File: config.mk
export PLATFORM = sky130hd
export DESIGN_NAME = toy_phy_regfile_entry_ckpt
export DESIGN_NICKNAME = d
export VERILOG_FILES = /design/src/rtl/toy_phy_regfile_entry_ckpt.sv
export SDC_FILE = /design/constraint.sdc
export NUM_CORES = 1
export LEC_CHECK = 0
export CORE_AREA = 3 3 349 351
export DETAILED_ROUTE_END_ITERATION = 10
export DIE_AREA = 0 0 352 354
export PLACE_DENSITY_LB_ADDON = 0.05
export SYNTH_ARGS = -nofsm -noshare
export SYNTH_HDL_FRONTEND = slang
export SYNTH_SLANG_ARGS = --single-unit
File: constraint.sdc
create_clock -name clk -period 3.1 [get_ports clk]
set_input_delay 0.465 -clock clk [delete_from_list [all_inputs] [get_ports clk]]
set_output_delay 0.465 -clock clk [all_outputs]
set_load 0.005 [all_outputs]
File: src/rtl/toy_phy_regfile_entry_ckpt.sv
// Per-physical-register rename state: allocation, writeback readiness, commit
// ownership and per-checkpoint liveness snapshots for selective mispredict recovery.
module toy_phy_regfile_entry_ckpt #(
    parameter int PHY_REG_ID     = 95,
    parameter int MODE           = 0,
    parameter int PHY_REG_NUM    = 128,
    parameter int ARCH_ENTRY_NUM = 32,
    parameter int REG_WIDTH      = 64,
    parameter int WR_NUM         = 10,
    parameter int ALLOC_NUM      = 4,
    parameter int REL_NUM        = 4,
    parameter int CKPT_NUM       = 8,
    localparam int PHY_W         = $clog2(PHY_REG_NUM),
    localparam int CK_W          = (CKPT_NUM > 1) ? $clog2(CKPT_NUM) : 1
) (
    input  logic                              clk,
    input  logic                              rst_n,
    input  logic [ALLOC_NUM-1:0]              v_alloc_en,
    input  logic [ALLOC_NUM-1:0]              v_alloc_zero,
    input  logic [ALLOC_NUM-1:0][PHY_W-1:0]   v_alloc_id,
    input  logic [WR_NUM-1:0]                 v_wr_en,
    input  logic [WR_NUM-1:0][PHY_W-1:0]      v_wr_index,
    input  logic [WR_NUM-1:0][REG_WIDTH-1:0]  v_wr_data,
    input  logic [REL_NUM-1:0]                v_rel_en,
    input  logic [REL_NUM-1:0][PHY_W-1:0]     v_rel_index,
    input  logic [REL_NUM-1:0]                v_cmt_en,
    input  logic [REL_NUM-1:0][PHY_W-1:0]     v_cmt_index,
    input  logic                              ckpt_save_en,
    input  logic [CK_W-1:0]                   ckpt_save_id,
    input  logic                              ckpt_restore_en,
    input  logic [CK_W-1:0]                   ckpt_restore_id,
    input  logic                              flush_en,
    output logic                              entry_idle,
    output logic                              reg_phy_rdy,
    output logic [REG_WIDTH-1:0]              reg_phy_data,
    output logic                              err_flag
);

    localparam logic [1:0] ST_FREE  = 2'd0;
    localparam logic [1:0] ST_PEND  = 2'd1;
    localparam logic [1:0] ST_VALID = 2'd2;

    localparam bit             IS_ZERO = (MODE == 0) && (PHY_REG_ID == 0);
    localparam bit             IS_ARCH = (PHY_REG_ID < ARCH_ENTRY_NUM);
    localparam logic [PHY_W-1:0] MY_ID = PHY_W'(PHY_REG_ID);

    logic [ALLOC_NUM-1:0] alloc_vec;
    logic [WR_NUM-1:0]    wr_vec;
    logic [REL_NUM-1:0]   rel_vec;
    logic [REL_NUM-1:0]   cmt_vec;

    for (genvar i = 0; i < ALLOC_NUM; i++) begin : g_alloc
        // In INT mode an x0 destination never claims a physical register.
        assign alloc_vec[i] = v_alloc_en[i] && (v_alloc_id[i] == MY_ID) &&
                              ((MODE != 0) || !v_alloc_zero[i]);
    end
    for (genvar i = 0; i < WR_NUM; i++) begin : g_wr
        assign wr_vec[i] = v_wr_en[i] && (v_wr_index[i] == MY_ID);
    end
    for (genvar i = 0; i < REL_NUM; i++) begin : g_rel
        assign rel_vec[i] = v_rel_en[i] && (v_rel_index[i] == MY_ID);
        assign cmt_vec[i] = v_cmt_en[i] && (v_cmt_index[i] == MY_ID);
    end

    logic alloc_hit, wr_hit, rel_hit, cmt_hit;
    logic alloc_multi, wr_multi;
    assign alloc_hit   = |alloc_vec;
    assign wr_hit      = |wr_vec;
    assign rel_hit     = |rel_vec;
    assign cmt_hit     = |cmt_vec;
    assign alloc_multi = |(alloc_vec & (alloc_vec - ALLOC_NUM'(1)));
    assign wr_multi    = |(wr_vec & (wr_vec - WR_NUM'(1)));

    logic [1:0]           state, state_nxt;
    logic                 committed;
    logic [CKPT_NUM-1:0]  snap;
    logic [REG_WIDTH-1:0] data;
    logic                 err;

    logic [REG_WIDTH-1:0] wr_data_sel;
    always_comb begin
        wr_data_sel = '0;
        // Walk downward so the lowest matching port is the last assignment.
        for (int i = WR_NUM - 1; i >= 0; i--) begin
            if (wr_vec[i]) wr_data_sel = v_wr_data[i];
        end
    end

    logic snap_sel, kill_ok, err_nxt;
    assign snap_sel = snap[ckpt_restore_id];
    // A committed mapping (or one committing now) survives flush and restore.
    assign kill_ok  = !committed && !cmt_hit;

    always_comb begin
        state_nxt = state;
        if (rel_hit)                                  state_nxt = ST_FREE;
        else if (flush_en && kill_ok)                 state_nxt = ST_FREE;
        else if (ckpt_restore_en && !snap_sel && kill_ok) state_nxt = ST_FREE;
        else if (wr_hit && state == ST_PEND)          state_nxt = ST_VALID;
        else if (alloc_hit && state == ST_FREE)       state_nxt = ST_PEND;
    end

    assign err_nxt = (alloc_hit && state != ST_FREE) || alloc_multi || wr_multi ||
                     (rel_hit && state == ST_FREE) || (rel_hit && cmt_hit);

    always_ff @(posedge clk or negedge rst_n) begin
        if (!rst_n) begin
            state     <= IS_ARCH ? ST_VALID : ST_FREE;
            committed <= IS_ARCH;
            snap      <= '0;
            data      <= '0;
            err       <= 1'b0;
        end else begin
            state <= state_nxt;
            err   <= err | err_nxt;
            if (wr_hit) data <= wr_data_sel;
            if (rel_hit) begin
                committed <= 1'b0;
                snap      <= '0;
            end else begin
                if (cmt_hit) committed <= 1'b1;
                // Allocations landing in the save cycle count as live in the snapshot.
                if (ckpt_save_en && !ckpt_restore_en)
                    snap[ckpt_save_id] <= (state != ST_FREE) || alloc_hit;
            end
        end
    end

    assign reg_phy_rdy  = IS_ZERO ? 1'b1 : (state != ST_PEND);
    assign entry_idle   = IS_ZERO ? 1'b0 : ((state == ST_FREE) && !alloc_hit);
    assign reg_phy_data = IS_ZERO ? '0   : data;
    assign err_flag     = IS_ZERO ? 1'b0 : err;

endmodule

==> results of run 1 <==
-- metrics by stage --
| step | cells | util | hold WS, ns |
|---|---|---|---|
| 2_1_floorplan | 1063 | - | 0.169 |
| 3_3_place_gp | 3529 | 0.171 | 0.503 |
| 3_5_place_dp | 3529 | 0.171 | 0.492 |
| 4_1_cts | 3545 | 0.173 | 0.0988 |
| 5_1_grt | 3551 | 0.173 | 0.115 |
| 6_report | 3556 | 0.174 | 0.0892 |
-- kinds of logic (layout without fill, tap and decap cells) --
| group | after synthesis | after routing | share of synthesized area |
|---|---|---|---|
| flops | 76 | 76 | 0.220 |
| buf+inv | 138 | 1008 | 0.0640 |
| mux | 3 | 3 | 0.00637 |
| compound gates | 593 | 593 | 0.552 |
| simple gates | 249 | 249 | 0.153 |
| other cells | 0 | 11 | 0 |
| fa+ha+maj | 4 | 4 | 0.00463 |
-- worst min path at each step --
stage                  startpoint                      endpoint  slack (ns)
2_1_floorplan               rst_n         committed$_DFFE_PN0P_        0.17
3_3_place_gp   err_flag$_DFF_PN0_            err_flag$_DFF_PN0_        0.50
3_5_place_dp   err_flag$_DFF_PN0_            err_flag$_DFF_PN0_        0.49
4_1_cts                     rst_n  reg_phy_data[10]$_DFFE_PN0P_         0.1
5_1_grt                     rst_n  reg_phy_data[10]$_DFFE_PN0P_        0.12
6_report                    rst_n  reg_phy_data[10]$_DFFE_PN0P_        0.09
-- flip-flops by register name, indices dropped and copies added (netlist names) --
signal / flops
snap: 8
reg_phy_data: 64
err_flag: 1
committed: 1
state: 2
-- layout make-up --
cell class,instances,area [um^2],area share
Clock buffer,9,225,0.0109
Timing Repair Buffer,991,10200,0.491
Antenna cell,11,27.5,0.00133
Clock inverter,7,72.6,0.00350
Tap cell,1612,2020,0.0974
Inverter,1,3.75,0.000181
Sequential cell,76,1900,0.0918
Multi-Input combinational cell,849,6290,0.304
-- placed cells by master, fill, tap and decap left out, types with 11 or more instances in the layout --
cell type          n
clkdlybuf4s50_1  896
a21oi_1          131
a221oi_1         125
nor2_1            92
dfrtp_1           76
nor3_1            67
a22o_1            66
o221a_2           65
a21o_1            63
o221ai_1          62
o311ai_0          60
buf_4             56
buf_12            39
nand4_1           20
nand4b_1          16
diode_2           11
-- power by group through the flow --
stage	Sequential, mW	Combinational [mW]	Clock, mW
floorplan	1.54	0.439	0
global placement	1.57	2.65	0
detailed placement	1.57	2.64	0
CTS	1.56	2.65	1.37
global route	1.60	2.78	1.37
finish	1.55	2.59	1.26
-- cell usage after synthesis, drive strengths merged (2+ instances only) --
library cell,count
a21oi,131
a221oi,125
clkbuf,113
nor2,95
dfrtp,76
nor3,69
a22o,66
o221a,65
a21o,63
o221ai,62
o311ai,62
buf,24
nand4,21
nand4b,16
a211oi,10
nand2,9
nand2b,5
maj3,4
nand3,4
nor4b,4
or4b,4
and2,3
and4,3
o21ai,3
and3,2
and4b,2
mux4,2
nand3b,2
nor4,2
or4,2
-- metal layers --
| metal | share of wire | up-vias | global-route usage |
|---|---|---|---|
| met2 | 0.51 | 583 | 0.286 |
| met5 | 0.0019 | - | 0 |
| met4 | 0.0097 | 28 | 0.0224 |
| met3 | 0.068 | 65 | 0.0478 |
| li1 | - | 6335 | - |
| met1 | 0.41 | 7046 | 0.183 |
-- what timing repair did --
action	CTS	global route
hold buffers	0	0
gates resized for setup	0	1
setup endpoints to repair	0	1
==> results.json, run 1 <==
{
  "drv_slew": 0,
  "clockRootBuffer": "clkbuf_16",
  "crit_required_ns": 2.63,
  "cp.depth": 8,
  "slowest_stage": "clkdlybuf4s50_1",
  "pwr-share-comb": 0.480,
  "tns_ns": 0,
  "max_cap_violations": 0,
  "ys_seq_area_frac": 0.220,
  "yosysTopAreaCell": "dfrtp_1",
  "cts_tree": "yes",
  "swShare": 0.321,
  "dpl.hpwl_um": 84100,
  "power.internal_mw": 3.66,
  "clk_latency_ns": 0.39,
  "die_h_um": 354,
  "grt_setup_unrepaired": "false",
  "tightest_slew_ns": 0.770,
  "cts_buffers": 9,
  "placed_area_um2": 20400,
  "drc_errors": 0,
  "gp_congestion": 0.813,
  "layout-drive-gt1-share": 0.102,
  "syn-cell-area_um2": 8640,
  "grt_pass1_wl_um": 137000,
  "crit_path_start": "v_alloc_id[5]",
  "finalWirelength_um": 102000,
  "path_class": "in2out",
  "slew_headroom": 0.480,
  "syn2layout_area_growth_pct": 140,
  "cp-end-kind": "output port",
  "htreeDepth": 3,
  "path_cells": "clkdlybuf4s50_1, nand4b_1, nor4b_1, buf_4, nor3_1, nand2_1, nor3_2, clkdlybuf4s50_1",
  "timing.fmax_mhz": 346,
  "reg2reg_from": "snap[7]$_DFFE_PN0P_",
  "syn_inst": 1063,
  "cp_max_fo": 3,
  "cp-endpoint": "entry_idle",
  "fin_nets": 2759,
  "hold_viol_final": 0,
  "async_reset_ff_frac": 1.00,
  "post_cts_buffers": 0,
  "reg2reg_depth": 5,
  "die_x_um": 352,
  "vias": 14100,
  "leakage_nw": 6.83,
  "yosys_warnings": 0,
  "avgSynthCellArea_um2": 8.13,
  "synth_edf_count": 0,
  "grt_overflow": 0,
  "ys.flop_type": "dfrtp_1",
  "critical_path.max_stage_delay_ns": 0.58,
  "setup_slack_ns": 0.210,
  "seqPwrFrac": 0.287,
  "r2r-end": "state[1]$_DFFE_PN0P_",
  "cp_common_cell": "clkdlybuf4s50_1",
  "cp-start-kind": "input port",
  "drtIter0Drc": 751,
  "grt_max_degree": 55,
  "synth_seq_cells": 76,
  "critical_path.top_delay_family": "buffers and inverters",
  "synthTopCellsByArea": "dfrtp_1 22%, a221oi_1 13%, o221a_2 8.5%",
  "ios": 898,
  "start_util": 0.0724,
  "clk_pin_slew_ns": 0.07,
  "viasPerCell": 3.95,
  "power_density_nw_per_um2": 261,
  "n_fill_cell": 13400,
  "layout_worst_path_cycle_share": 0.932,
  "coreArea_um2": 119000,
  "dr.pass1.iters": 5,
  "cts.sinks": 76,
  "final-setup-viol-count": 0,
  "cp.arrival_ns": 2.42,
  "postRouteAntennaNets": 0,
  "yosys.cell_types.count": 53,
  "clockBufferDepth": 2,
  "synth_nets": 1894,
  "r2r_slack_ns": 1.63,
  "hold_class": "in2async",
  "total_power_mw": 5.40,
  "antenna_found_initial": 34,
  "dp_slack_ns": -0.0942,
  "drt-wirelength-per-cell_um": 28.7,
  "die_area_um2": 125000,
  "ir_drop_v": 0.000266,
  "p_sw_mw": 1.73,
  "grt_usage": 0.157,
  "crit_buf_inv": 3,
  "port_buffers": 897,
  "min_period_ns": 2.89,
  "power_frac_clock": 0.233,
  "yosys.area.top_type_share": 0.220,
  "final_area_um2": 20700,
  "std_cell_rows": 127,
  "worst_clock_skew_ns": 0.00851,
  "status": "finished, final reports clean",
  "grt_pass1_vias": 15300
}
(Power assumes the default switching activity.)
==> run 2: changes to the inputs <==
Clock period 3.1 ns to 3.5 ns, I/O delays scaled along.
==> run 2 against run 1 <==
  * First-iteration DRC count stayed put
  * Worst setup slack improved by 0.17 ns
  * Via count is 0.55% lower
  * Flip-flop and latch count stayed put
  * Utilization fell by 0.25 points
  * Register-to-register slack better by 0.33 ns
  * Total power is 12% lower
  * Clock-buffer cell count increased by 2
  * Hold slack better by 0.033 ns
  * Critical path depth is 1 lower
  * Die area did not move
  * Clock power decreased by 13%
  * Largest cell class unchanged
  * Largest power group unchanged
==> results.json, run 2 (synthesis results as in run 1) <==
{
  "crit_required_ns": 2.97,
  "path_class": "in2out",
  "grt_max_degree": 83,
  "vias": 14000,
  "crit_path_start": "v_alloc_id[26]",
  "die_area_um2": 125000,
  "cp.arrival_ns": 2.59,
  "cp-start-kind": "input port",
  "port_buffers": 897,
  "dpl.hpwl_um": 83100,
  "gp_congestion": 0.799,
  "clk_latency_ns": 0.38,
  "power_density_nw_per_um2": 233,
  "timing.fmax_mhz": 321,
  "cts.sinks": 76,
  "hold_class": "in2async",
  "htreeDepth": 3,
  "start_util": 0.0724,
  "slew_headroom": 0.494,
  "std_cell_rows": 127,
  "final_common_cell": "clkdlybuf4s50_1",
  "fin_nets": 2739,
  "postRouteAntennaNets": 0,
  "layout-drive-gt1-share": 0.0925,
  "grt_setup_unrepaired": "false",
  "coreArea_um2": 119000,
  "clockRootBuffer": "clkbuf_16",
  "cts_tree": "yes",
  "grt_overflow": 0,
  "min_period_ns": 3.12,
  "r2r_slack_ns": 1.96,
  "final_cell_mix": "896 x clkdlybuf4s50_1, 131 x a21oi_1, 125 x a221oi_1",
  "drc_errors": 0,
  "leakage_nw": 6.69,
  "largest_reg_flops": 64,
  "finalWirelength_um": 102000,
  "r2r-end": "state[1]$_DFFE_PN0P_",
  "cp-end-kind": "output port",
  "viasPerCell": 3.94,
  "final-setup-viol-count": 0,
  "dr.pass1.iters": 6,
  "hold_buffers": 0,
  "die_h_um": 354,
  "drv_slew": 0,
  "hold_viol_final": 0,
  "max_cap_violations": 0,
  "die_x_um": 352,
  "reg2reg_from": "snap[5]$_DFFE_PN0P_",
  "post_cts_buffers": 0,
  "clockBufferDepth": 2,
  "grt_pass1_wl_um": 136000,
  "tns_ns": 0,
  "antenna_found_initial": 43,
  "drtIter0Drc": 751,
  "grt_pass1_vias": 15200,
  "drt-wirelength-per-cell_um": 28.9,
  "clk_pin_slew_ns": 0.10,
  "cts-resized-gates": 0,
  "ir_drop_v": 0.000247,
  "worst_clock_skew_ns": 0.00749,
  "syn2layout_area_growth_pct": 136,
  "cp_max_fo": 3,
  "reg2reg_depth": 5,
  "cts_buffers": 9,
  "status": "finished, final reports clean",
  "layout_worst_path_cycle_share": 0.891,
  "place_inst": 3509,
  "tightest_slew_ns": 0.750,
  "grt_usage": 0.157,
  "final_cell_count_no_fill": 3546,
  "ios": 898
}
[run 2: changes by cell type in the layout (fill, tap and decap cells not counted)]
cell,before,now
buf_12,39,26
diode_2,11,21
buf_4,56,49
clkbuf_8,0,2
bufinv_16,1,0
inv_6,2,1
nor3_1,67,68
nor3_2,2,1
[run 2: stage by stage]
step	hold slack (ns)	power [mW]	util	setup WS, ns	instance area, um^2
after global routing	0.145	5.09	0.171	0.158	20400
after global placement	0.514	3.73	0.168	0.308	20100
after detailed placement	0.515	3.73	0.168	0.305	20100
after floorplan	0.229	1.76	-	1.27	8640
after CTS	0.113	4.93	0.171	0.348	20400
final	0.123	4.75	0.171	0.383	20400
[run 2: how the worst max path moves through the flow]
| stage | end | slack, ns | depth (start not counted) |
|---|---|---|---|
| finish | entry_idle | 0.38 | 7 |
| global route | entry_idle | 0.16 | 7 |
| CTS | entry_idle | 0.35 | 7 |
| detailed placement | reg_phy_data[12]$_DFFE_PN0P_ | 0.30 | 8 |
| global placement | reg_phy_data[12]$_DFFE_PN0P_ | 0.31 | 8 |
| floorplan | reg_phy_data[11]$_DFFE_PN0P_ | 1.27 | 9 |
[run 2: critical path, stage by stage]
cell	delay [ns]
clkdlybuf4s50_1	0.48
nand4b_1	0.12
nor4b_1	0.07
nor3_1	0.32
nand2_1	0.14
nor3_1	0.27
clkdlybuf4s50_1	0.66
[run 2: where the power goes]
group	internal (mW)	switching (mW)
logic	1.50	0.791
clock network	0.524	0.563
registers	1.18	0.193
total	3.20	1.55
[run 2: metal layers]
metal,share of wire,GRT usage,vias up
met2,0.52,0.286,645
met3,0.070,0.0485,65
met1,0.40,0.179,6915
met4,0.011,0.0356,32
met5,0.0021,0,-
li1,-,-,6323
[run 2: layout make-up]
type / instances / area (um^2)
antenna: 21 / 52.6
clock buffer: 11 / 253
clock inverter: 5 / 33.8
timing repair buffer: 971 / 9860
sequential: 76 / 1900
fill: 13400 / 98900
inverter: 1 / 3.75
multi-input combinational: 849 / 6290
tap: 1612 / 2020
==> run 3: changes to the inputs <==
Settings changed: CAP_MARGIN set to 5, SLEW_MARGIN set to 15.
==> results of run 3 <==
Final layout, timing and power as in run 2 (identical DEF).
